## config.mk

```make
export PLATFORM = sky130hd
export DESIGN_NAME = sr_latch_ctrl
export DESIGN_NICKNAME = d
export VERILOG_FILES = /design/src/rtl/sr_ctrl_pkg.sv /design/src/rtl/rr_arbiter.sv /design/src/rtl/sr_latch_ctrl.sv
export SDC_FILE = /design/constraint.sdc
export NUM_CORES = 1
export LEC_CHECK = 0
export ABC_AREA = 0
export CAP_MARGIN = 10
export CORE_MARGIN = 2
export CORE_UTILIZATION = 35
export DETAILED_ROUTE_END_ITERATION = 10
export PLACE_DENSITY = 0.61
export RECOVER_POWER = 100
export REMOVE_ABC_BUFFERS = 1
export SYNTH_ARGS = -nofsm -noshare
export SYNTH_HDL_FRONTEND = slang
export SYNTH_SLANG_ARGS = --single-unit
```

## constraint.sdc

```tcl
create_clock -name clk -period 6.4 [get_ports clk]
set_input_delay 1.92 -clock clk [delete_from_list [all_inputs] [get_ports clk]]
set_output_delay 1.92 -clock clk [all_outputs]
set_load 0.02 [all_outputs]
```

## src/rtl/sr_ctrl_pkg.sv

```systemverilog
`default_nettype none
// ============================================================
// Module  : sr_ctrl_pkg
// Brief   : Shared state and op encodings for the SR latch sequencer.
// Revision: 1.0
// ============================================================
package sr_ctrl_pkg;

    typedef enum logic [1:0] {
        IDLE  = 2'd0,
        PULSE = 2'd1,
        GAP   = 2'd2
    } state_e;

    localparam logic OP_SET   = 1'b1;
    localparam logic OP_RESET = 1'b0;

endpackage : sr_ctrl_pkg
`default_nettype wire

```

## src/rtl/rr_arbiter.sv

```systemverilog
`default_nettype none
// ============================================================
// Module  : rr_arbiter
// Brief   : Combinational pick of the first eligible bit at or above ptr, wrapping.
// Revision: 1.0
// ============================================================
module rr_arbiter
    import sr_ctrl_pkg::*;
#(
    parameter int N = 4
) (
    input  logic [N-1:0]         eligible_i,
    input  logic [$clog2(N)-1:0] ptr_i,
    output logic [N-1:0]         grant_o,
    output logic [$clog2(N)-1:0] grant_idx_o,
    output logic                 valid_o
);

    localparam int IW = $clog2(N);

    int   k;
    logic found;

    always_comb begin
        grant_o     = '0;
        grant_idx_o = '0;
        valid_o     = 1'b0;
        found       = 1'b0;
        k           = 0;
        for (int i = 0; i < N; i++) begin
            k = (int'(ptr_i) + i) % N;
            if (!found && eligible_i[IW'(k)]) begin
                found              = 1'b1;
                valid_o            = 1'b1;
                grant_idx_o        = IW'(k);
                grant_o[IW'(k)]    = 1'b1;
            end
        end
    end

endmodule : rr_arbiter
`default_nettype wire

```

## src/rtl/sr_latch_ctrl.sv

```systemverilog
`default_nettype none
// ============================================================
// Module  : sr_latch_ctrl
// Brief   : Round-robin sequencer driving exclusive s/r pulses into a shared SR latch.
// Revision: 1.0
// ============================================================
module sr_latch_ctrl
    import sr_ctrl_pkg::*;
#(
    parameter int N_REQ     = 4,
    parameter int PULSE_CYC = 2,
    parameter int GAP_CYC   = 1
) (
    input  logic             clk,
    input  logic             rst_n,
    input  logic [N_REQ-1:0] req_i,
    input  logic [N_REQ-1:0] op_i,
    output logic [N_REQ-1:0] ack_o,
    output logic             s_o,
    output logic             r_o,
    input  logic             q_i,
    output logic             busy_o,
    output logic             err_o
);

    localparam int MAX_CYC = (PULSE_CYC > GAP_CYC) ? PULSE_CYC : GAP_CYC;
    localparam int CNT_W   = $clog2(MAX_CYC) + 1;
    localparam int IDX_W   = $clog2(N_REQ);

    state_e             state_q, state_d;
    logic [CNT_W-1:0]   cnt_q, cnt_d;
    logic [IDX_W-1:0]   idx_q, idx_d;
    logic [IDX_W-1:0]   rr_ptr_q, rr_ptr_d;
    logic               op_l_q, op_l_d;
    logic [N_REQ-1:0]   ack_q, ack_d;
    logic               s_q, s_d;
    logic               r_q, r_d;
    logic               busy_q, busy_d;
    logic               err_q, err_d;

    logic [N_REQ-1:0]   eligible;
    logic [N_REQ-1:0]   grant;
    logic [IDX_W-1:0]   grant_idx;
    logic               grant_valid;

    // The requester being acked is still holding req this cycle; keep it out.
    assign eligible = req_i & ~ack_q;

    rr_arbiter #(
        .N (N_REQ)
    ) u_arb (
        .eligible_i  (eligible),
        .ptr_i       (rr_ptr_q),
        .grant_o     (grant),
        .grant_idx_o (grant_idx),
        .valid_o     (grant_valid)
    );

    always_comb begin
        state_d  = state_q;
        cnt_d    = cnt_q;
        idx_d    = idx_q;
        rr_ptr_d = rr_ptr_q;
        op_l_d   = op_l_q;
        err_d    = err_q;
        ack_d    = '0;
        s_d      = 1'b0;
        r_d      = 1'b0;

        case (state_q)
            IDLE: begin
                if (grant_valid) begin
                    idx_d   = grant_idx;
                    op_l_d  = |(op_i & grant);
                    cnt_d   = CNT_W'(PULSE_CYC - 1);
                    state_d = PULSE;
                    s_d     = (op_l_d == OP_SET);
                    r_d     = (op_l_d == OP_RESET);
                end
            end
            PULSE: begin
                if (cnt_q == '0) begin
                    cnt_d   = CNT_W'(GAP_CYC - 1);
                    state_d = GAP;
                end else begin
                    cnt_d = cnt_q - CNT_W'(1);
                    s_d   = (op_l_q == OP_SET);
                    r_d   = (op_l_q == OP_RESET);
                end
            end
            GAP: begin
                if (cnt_q == '0) begin
                    if (q_i != op_l_q) begin
                        err_d = 1'b1;
                    end
                    ack_d[idx_q] = 1'b1;
                    rr_ptr_d     = (idx_q == IDX_W'(N_REQ - 1)) ? '0 : idx_q + IDX_W'(1);
                    state_d      = IDLE;
                end else begin
                    cnt_d = cnt_q - CNT_W'(1);
                end
            end
            default: begin
                state_d = IDLE;
            end
        endcase

        busy_d = (state_d != IDLE);
    end

    always_ff @(posedge clk or negedge rst_n) begin
        if (!rst_n) begin
            state_q  <= IDLE;
            cnt_q    <= '0;
            idx_q    <= '0;
            rr_ptr_q <= '0;
            op_l_q   <= 1'b0;
            ack_q    <= '0;
            s_q      <= 1'b0;
            r_q      <= 1'b0;
            busy_q   <= 1'b0;
            err_q    <= 1'b0;
        end else begin
            state_q  <= state_d;
            cnt_q    <= cnt_d;
            idx_q    <= idx_d;
            rr_ptr_q <= rr_ptr_d;
            op_l_q   <= op_l_d;
            ack_q    <= ack_d;
            s_q      <= s_d;
            r_q      <= r_d;
            busy_q   <= busy_d;
            err_q    <= err_d;
        end
    end

    assign ack_o  = ack_q;
    assign s_o    = s_q;
    assign r_o    = r_q;
    assign busy_o = busy_q;
    assign err_o  = err_q;

endmodule : sr_latch_ctrl
`default_nettype wire

```

## Word level (Yosys, flattened, before mapping)

Index checks and enable logic that the tools add are counted.

- Add/sub/neg operators: 5
- Magnitude comparators: 10
- Eq/ne operators: 6
- Muxes and demuxes: 51
- Bitwise gates (word level): 8
- Reduce and logical (&&, ||, !) cells: 20

Operator list:

| operator | number |
|---|---|
| 4-bit 2-to-1 mux | 6 |
| 2-bit 2-to-1 mux | 11 |
| 1-bit 2-to-1 mux | 21 |
| 2-bit by 4-bit less-than comparator with 1-bit output, second input constant | 4 |
| 4-bit OR | 3 |
| 2-bit one-hot mux with 3 select lines | 2 |
| 1-bit demux with 2-bit select | 5 |
| 2-bit by 1-bit greater-or-equal comparator with 1-bit output, second input constant | 5 |
| 4-bit bitwise AND | 2 |
| 1-bit binary-select mux with 2-bit select | 4 |
| 1-bit logical AND | 8 |
| 3-bit AND reduction | 2 |
| 2-bit by 1-bit adder with 2-bit output, second input constant | 2 |
| 2-bit adder, second input constant | 2 |
| 2-bit == test, second input constant | 2 |
| 2-bit zero test | 2 |
| 2-bit inequality test, second input constant | 2 |
| 4-bit inverter | 1 |
| 1-bit one-hot mux with 2 select lines | 2 |
| 2-bit AND reduction | 2 |
| 4-bit OR reduction | 1 |
| 1-bit zero test | 3 |
| 2-bit by 3-bit less-than comparator with 1-bit output, second input constant | 1 |
| 3-bit nonzero test | 1 |
| other kinds (5) | 6 |

- Register bits after elaboration: 17
- Output and inout port bits: 8
- Logic and storage cells: 110

## Depth between registers and ports, before layout

Gate-level depths: netlist of run 1.

- Word-level depth: 20
- Gate-level depth with buffers: 10
- Gate-level depth less buffers: 9

## Hierarchy

From an unflattened synthesis of run 1, not the netlist that was laid out.

- Cell total of the unflattened synthesis: 143
- Area, all modules: 1437.6 um^2

By module, submodules not included:

| module | instances | cells an instance | area each (um^2) | seq. area each (um^2) |
|---|---|---|---|---|
| sr_latch_ctrl | 1 | 80 | 937.1 | 425.4 |
| rr_arbiter | 1 | 63 | 500.5 | 0.0 |

## Worst setup path before layout of run 1

Ideal clock, no wire load.

- Path type: input port to flip-flop
- Start point: in req_i[0]
- End point: reg r_q, in the netlist r_o
- Library setup time: 0.122 ns
- Arrival: 3.356 ns
- Setup slack: 2.923 ns
- Stages on the path: 8
- Path buffers: 1
- Cell sequence: nor2b_1 buf_2 nor4_1 nor4_4 or2b_1 o211ai_1 a221oi_2 a32o_1

- Cells in the longest elaborated chain, start to end: 19
- Elaborated cells on any way between the ends: 35

RTL lines:

| item | line | source |
|---|---|---|
| start: declaration | sr_latch_ctrl.sv:16 | `input logic [N_REQ-1:0] req_i,` |
| 4-bit bitwise AND * | sr_latch_ctrl.sv:47 | `assign eligible = req_i & ~ack_q;` |
| 1-bit binary-select mux with 2-bit select | rr_arbiter.sv:32 | `if (!found && eligible_i[IW'(k)]) begin` |
| 1-bit 2-to-1 mux (not written as such) (2 in series) | rr_arbiter.sv:32 |  |
| 1-bit 2-to-1 mux | rr_arbiter.sv:32 |  |
| 1-bit zero test | rr_arbiter.sv:32 |  |
| 1-bit logical AND | rr_arbiter.sv:32 |  |
| 1-bit 2-to-1 mux | rr_arbiter.sv:32 |  |
| 1-bit zero test | rr_arbiter.sv:32 |  |
| (+3 left out) | n/a |  |
| 1-bit logical AND | rr_arbiter.sv:32 |  |
| 4-bit 2-to-1 mux | rr_arbiter.sv:32 |  |
| 4-bit bitwise AND | sr_latch_ctrl.sv:74 | `op_l_d = \|(op_i & grant);` |
| 4-bit OR reduction | sr_latch_ctrl.sv:74 |  |
| 1-bit inverter | sr_latch_ctrl.sv:78 | `r_d = (op_l_d == OP_RESET);` |
| 1-bit 2-to-1 mux * | sr_latch_ctrl.sv:72 | `if (grant_valid) begin` |
| 1-bit one-hot mux with 2 select lines * | sr_latch_ctrl.sv:70 | `case (state_q)` |
| named net r_d | sr_latch_ctrl.sv:37 | `logic r_q, r_d;` |
| end signal: assignment | sr_latch_ctrl.sv:131 | `r_q <= r_d;` |
| end: declaration | sr_latch_ctrl.sv:37 |  |

Mark *: on every way through the listed nets, which the timed path passes. The rest lies on a longest branch. The select of a mux whose other input is x is not followed.
A chain may end at the register's enable or synchronous reset.

## Worst setup path in the final report of run 1

- Start point: in req_i[0]
- End point: reg op_l_q

- Cells in the longest elaborated chain, start to end: 16
- Elaborated cells on any way between the ends: 33

RTL lines:

| item | line | source |
|---|---|---|
| 4-bit bitwise AND * | sr_latch_ctrl.sv:47 |  |
| 1-bit binary-select mux with 2-bit select | rr_arbiter.sv:32 |  |
| 1-bit 2-to-1 mux (not written as such) (2 in series) | rr_arbiter.sv:32 |  |
| 1-bit 2-to-1 mux | rr_arbiter.sv:32 |  |
| 1-bit zero test | rr_arbiter.sv:32 |  |
| 1-bit logical AND | rr_arbiter.sv:32 |  |
| 1-bit 2-to-1 mux | rr_arbiter.sv:32 |  |
| 1-bit zero test | rr_arbiter.sv:32 |  |
| 1-bit logical AND | rr_arbiter.sv:32 |  |
| 1-bit 2-to-1 mux | rr_arbiter.sv:32 |  |
| 1-bit zero test | rr_arbiter.sv:32 |  |
| 1-bit logical AND | rr_arbiter.sv:32 |  |
| 4-bit 2-to-1 mux | rr_arbiter.sv:32 |  |
| 4-bit bitwise AND | sr_latch_ctrl.sv:74 |  |
| 4-bit OR reduction | sr_latch_ctrl.sv:74 |  |
| end signal: assignment | sr_latch_ctrl.sv:128 | `op_l_q <= op_l_d;` |
| end: declaration | sr_latch_ctrl.sv:34 | `logic op_l_q, op_l_d;` |

Mark *: on every way between the ends. The rest lies on a longest branch, timed or not. The select of a mux whose other input is x is not followed.

==> results of run 1 <==
==> placed cells by master, fill, tap and decap left out, types with 2 or more instances in the layout <==
cell | synthesis | final
dlygate4sd3_1 | 0 | 11
clkbuf_8 | 0 | 3
nor4_1 | 1 | 2
a22oi_1 | 3 | 3
o22ai_1 | 2 | 2
nor3_1 | 6 | 6
ha_1 | 19 | 19
o211ai_1 | 2 | 2
inv_1 | 12 | 12
o31ai_1 | 2 | 2
clkdlybuf4s50_1 | 0 | 7
dfrtp_1 | 17 | 17
nor2_1 | 11 | 11
nand3_1 | 9 | 9
nand4_1 | 2 | 2
nand2_1 | 12 | 12
nand2b_1 | 5 | 5
o21ai_0 | 13 | 13
and3_1 | 4 | 4
a21oi_1 | 10 | 10
a22o_1 | 2 | 2
nor2b_1 | 4 | 4
==> where the power goes <==
part	switching [mW]	internal [mW]	total, mW
registers	0.0519	0.146	0.198
logic	0.238	0.168	0.406
clock network	0.0358	0.0431	0.0790
total	0.326	0.357	0.683
==> critical path, cell delays in order <==
cell	delay (ns)
dlygate4sd3_1	0.55
nor2b_1	0.53
nor4_1	0.12
nor4_1	0.40
o32ai_1	0.12
or3_1	0.32
a221oi_1	0.35
mux2i_1	0.15
==> per-stage QoR <==
| stage | instance area [um2] | worst slack [ns] | instances | util [%] |
|---|---|---|---|---|
| finish | 1670 | 2.05 | 230 | 42.0 |
| floorplan | 1400 | 2.81 | 158 | - |
| CTS | 1690 | 2.31 | 230 | 42.6 |
| global placement | 1640 | 2.16 | 226 | 41.4 |
| global route | 1670 | 1.80 | 230 | 42.0 |
| detailed placement | 1640 | 2.05 | 226 | 41.4 |
==> registers in the layout (all words and copies together) (netlist names) <==
signal / flops
state_q: 2
ack_o: 4
rr_ptr_q: 2
idx_q: 2
s_o: 1
cnt_q: 2
r_o: 1
busy_o: 1
op_l_q: 1
err_o: 1
==> cell usage after synthesis (3+ instances only) <==
| master | count |
|---|---|
| inv_1 | 12 |
| buf_2 | 4 |
| o21ai_0 | 13 |
| a22oi_1 | 3 |
| nor2_1 | 11 |
| nand2_1 | 12 |
| a21oi_1 | 10 |
| nand2b_1 | 5 |
| dfrtp_1 | 17 |
| nand3_1 | 9 |
| nor2b_1 | 4 |
| and3_1 | 4 |
| nor3_1 | 6 |
| ha_1 | 19 |
==> worst paths after layout <==
path                             startpoint        to  slack (ns)  cells past startpoint
worst max register to register  rr_ptr_q[0]    op_l_q        3.19                      8
max in group asynchronous             rst_n  ack_o[3]        3.73                      1
worst min-delay path                  err_o     err_o        0.47                      1
min in group asynchronous             rst_n     err_o        2.19                      1
worst min register to register        err_o     err_o        0.47                      1
worst max-delay path               req_i[0]    op_l_q        2.05                      8
==> kinds of logic after synthesis <==
group                    after synthesis
adder cells (fa/ha/maj)               19
AND/OR/NAND/NOR                       61
flip-flops                            17
multiplexers                           3
buffers and inverters                 19
AO/OA/AOI/OAI                         45
XOR/XNOR                               1
==> cell type report <==
| cell class | instances | share of cell area (%) |
|---|---|---|
| multi-input combinational | 129 | 54.5 |
| sequential | 17 | 25.5 |
| timing repair buffer | 18 | 10.8 |
| tap | 50 | 3.75 |
| inverter | 12 | 2.70 |
| clock buffer | 3 | 2.47 |
| clock inverter | 1 | 0.300 |
==> per-layer routing <==
layer  GRT usage (%)  up-vias
met4            3.00        0
met3            2.80        2
met2            26.2       47
met5               0        -
li1                -      625
met1            21.4      587
==> impl_metrics.json, run 1 <==
{
  "run_status": "completed",
  "drc": 0,
  "start_util_pct": 36.3,
  "p_leak_nw": 0.746,
  "rsz0062_at_grt": "false",
  "hp-class": "flop to flop",
  "whs_ns": 0.474,
  "yosysTopAreaCell": "dfrtp_1",
  "final_hold_viol_count": 0,
  "yosysUniqueCellTypes": 43,
  "synth_edf_count": 0,
  "finalSetupViolCount": 0,
  "powerDensity_nw_per_um2": 409,
  "rows": 23,
  "start_kind": "input pin",
  "synth-compound-area-share_pct": 21.4,
  "synth_area_um2": 1440,
  "num_vias": 1261,
  "yosys-top-cells-area": "dfrtp_1 30%, ha_1 17%, o21ai_0 4.5%",
  "drive_above_1_share_pct": 6.11,
  "ctsResizeCount": 0,
  "path_max_fanout": 9,
  "antenna_found_initial": 0,
  "path_class": "input pin to flop",
  "diodes": 0,
  "routed-wl-met2_um": 1670,
  "via_per_inst": 5.48,
  "ctsHoldBuffers": 0,
  "synth_cells": 165,
  "die_x_um": 68.1,
  "port_buffers": 18,
  "post-dp-hpwl_um": 2640,
  "synth_top_area_share_pct": 29.5,
  "worstMarginPinSlew_ns": 0.770,
  "cp.required_ns": 6.51,
  "ys_warn_count": 0,
  "numClockSinks": 17,
  "grt_pass1_vias": 1194,
  "synthXorXnorAreaFrac_pct": 0.608,
  "maxCapViolCount": 0,
  "yosys.area_share.simple_pct": 23.1,
  "cts_tree": "built",
  "die_height_um": 68.1,
  "total_power_mw": 0.683,
  "drtIter0Drc": 96,
  "async_reset_ff_share_pct": 100,
  "max_freq_mhz": 230,
  "fin_crit_ns": 4.35,
  "path_clk_slew_ns": 0.07,
  "ff_latch_area_um2": 425,
  "ys_ff_latch": 17,
  "wirelength_um": 3410,
  "synth_fa_ha_area_share_pct": 16.5,
  "muxShareOfSynthArea_pct": 3.04,
  "min_period_over_period_pct": 67.9,
  "postRouteAntennaNets": 0,
  "peakVddDrop_mv": 0.203,
  "finalWeightedCongestion": 0.868,
  "clock_latency_ns": 0.25,
  "cts.path.max_buffers": 2,
  "first_pass_iters": 4,
  "num_io_pins": 19,
  "ys_seq_area_share_pct": 29.5,
  "clock-root-buffer": "clkbuf_8",
  "multi_input_area_um2": 910,
  "dieArea_um2": 4640,
  "maxSlewHeadroom_pct": 48.5,
  "cp-end-kind": "flop",
  "grt_overflow": 0,
  "cts_made_buffers": 3,
  "wl_met3_um": 201,
  "areaGrowthSynthToFinish_pct": 15.9,
  "final_max_slew_viol_count": 0,
  "arrival_ns": 4.46,
  "nets": 211,
  "post-cts-setup-buffers": 0,
  "grt_pass1_wl_um": 5600,
  "finClkSkew_ns": 0.00366,
  "htreeDepth": 1,
  "synth_top_family_by_area": "simple AND/OR/NAND/NOR gates",
  "grt_max_degree": 22,
  "track_usage_pct": 15.7,
  "routed.top_layer": "met4",
  "n_fill_cell": 404,
  "coreArea_um2": 3970,
  "wl_met1_um": 1530,
  "wl_per_cell_um": 14.8,
  "ys.flop_type": "dfrtp_1",
  "fin_setup_tns_ns": 0,
  "synth_area_per_cell_um2": 8.73
}
Power figures use the tool's default switching activity.
==> run 2: changes to the inputs <==
==> constraint.sdc (replaced) <==
create_clock -name clk -period 4.4 [get_ports clk]
set_input_delay 1.32 -clock clk [delete_from_list [all_inputs] [get_ports clk]]
set_output_delay 1.32 -clock clk [all_outputs]
set_load 0.02 [all_outputs]
==> run 2 against run 1 <==
- sequential share of layout area decreased by 0.095 points
- worst setup slack lost 1.4 ns
- design area increased by 0.38%
- highest routed layer unchanged
- hold slack gained 0.014 ns
- clock skew about the same
- final cell count increased by 0.43%
- total power rose by 46%
- clock power increased by 46%
- combinational power rose by 52%
- critical path depth is the same
- largest cell class unchanged
==> impl_metrics.json, run 2 (same netlist as run 1, synthesis figures left out) <==
{
  "run_status": "completed",
  "p_leak_nw": 0.748,
  "wirelength_um": 3430,
  "hold_depth": 1,
  "rsz0062_at_grt": "false",
  "largest_reg_flops": 4,
  "final_hold_viol_count": 0,
  "wl_per_cell_um": 14.8,
  "post-cts-setup-buffers": 0,
  "finalSetupViolCount": 0,
  "crit_path_start": "req_i[0]",
  "cp.required_ns": 4.51,
  "cp-end-kind": "flop",
  "n_fill_cell": 393,
  "min_from": "err_o",
  "rows": 23,
  "worstMarginPinSlew_ns": 0.766,
  "via_per_inst": 5.58,
  "whs_ns": 0.488,
  "clock-root-buffer": "clkbuf_8",
  "peakVddDrop_mv": 0.387,
  "antenna_found_initial": 0,
  "fin_area_um2": 1680,
  "grt_util_met2_pct": 27.5,
  "drtIter0Drc": 151,
  "finalWeightedCongestion": 0.867,
  "track_usage_pct": 15.5,
  "total_power_mw": 0.999,
  "worst_hold_path.endpoint": "err_o",
  "intPower_mw": 0.527,
  "busiest_layer": "met2",
  "post-dp-hpwl_um": 2640,
  "swShare_pct": 47.2,
  "finClkSkew_ns": 0.00408,
  "final_max_slew_viol_count": 0,
  "port_buffers": 18,
  "cts.path.max_buffers": 2,
  "diodes": 0,
  "ctsHoldBuffers": 0,
  "ctsResizeCount": 0,
  "final_cell_mix": "19 x ha_1, 17 x dfrtp_1, 13 x o21ai_0",
  "grt_max_degree": 22,
  "arrival_ns": 3.89,
  "start_kind": "input pin",
  "maxSlewHeadroom_pct": 48.8,
  "numClockSinks": 17,
  "placed_area_um2": 1650,
  "min_period_over_period_pct": 86.0,
  "die_height_um": 68.1,
  "cts_made_buffers": 3,
  "htreeDepth": 1,
  "hp-class": "flop to flop",
  "coreArea_um2": 3970,
  "mostFrequentLayoutCell": "ha_1",
  "die_x_um": 68.1,
  "nets": 212,
  "areaGrowthSynthToFinish_pct": 16.3,
  "grtUsageMet1_pct": 20.9,
  "dieArea_um2": 4640,
  "combinationalPowerShare_pct": 62.0,
  "rrSetupSlack_ns": 1.51,
  "path_max_fanout": 9,
  "clock_latency_ns": 0.25,
  "path_class": "input pin to flop",
  "use_met3_pct": 2.30,
  "fin_crit_ns": 3.79,
  "grt_pass1_wl_um": 5610,
  "regToRegEndpoint": "s_o",
  "drc": 0,
  "fin_setup_tns_ns": 0,
  "max_freq_mhz": 264,
  "switchingPower_mw": 0.472,
  "first_pass_iters": 5,
  "grt_pass1_vias": 1237,
  "rr_startpoint": "rr_ptr_q[1]",
  "maxCapViolCount": 0,
  "path_clk_slew_ns": 0.06,
  "num_vias": 1289,
  "drive_above_1_share_pct": 6.08,
  "grt_overflow": 0,
  "start_util_pct": 36.3,
  "seqPwrFrac_pct": 26.5,
  "powerDensity_nw_per_um2": 596,
  "worstRegToRegCells": 8,
  "clockPowerShare_pct": 11.5,
  "postRouteAntennaNets": 0,
  "cts_tree": "built",
  "num_io_pins": 19
}
run 2: worst max-delay path by stage:
stage	end	slack [ns]
3_3_place_gp	op_l_q	0.77
6_report	s_o	0.61
4_1_cts	s_o	0.91
3_5_place_dp	s_o	0.66
2_1_floorplan	op_l_q	1.41
5_1_grt	op_l_q	0.47
run 2: final cells by class:
type	instances	area (um2)	share of cell area, %
clock buffers	4	45.0	2.69
repair buffers	19	188	11.2
multi-input cells	129	910	54.3
well taps	50	62.6	3.73
flip-flops and latches	17	425	25.4
inverters	12	45.0	2.69
run 2: stage by stage:
step	utilization (%)	cells	worst slack, ns
final	42.2	231	0.615
after global routing	42.2	231	0.471
after CTS	42.7	231	0.908
after detailed placement	41.6	227	0.664
after global placement	41.6	227	0.770
after floorplan	-	158	1.41
run 2: worst max-delay path, cell delays in order:
cell and delay, ns:
dlygate4sd3_1 0.55, nor2b_1 0.54, nor4_1 0.09, nor4_1 0.42
o32ai_1 0.13, or3_1 0.34, a221oi_1 0.35, o21ai_0 0.15
run 2: power by group through the flow:
stage,logic (mW),clock network (mW),registers [mW]
6_report,0.619,0.115,0.265
5_1_grt,0.700,0.125,0.274
4_1_cts,0.640,0.116,0.265
3_3_place_gp,0.617,0,0.263
3_5_place_dp,0.635,0,0.267
2_1_floorplan,0.420,0,0.296
run 2: metal layers:
| metal | part of all wire, % | up-vias |
|---|---|---|
| li1 | - | 633 |
| met1 | 46 | 617 |
| met2 | 49 | 37 |
| met3 | 4.4 | 2 |
| met4 | 0.61 | 0 |
| met5 | 0 | - |
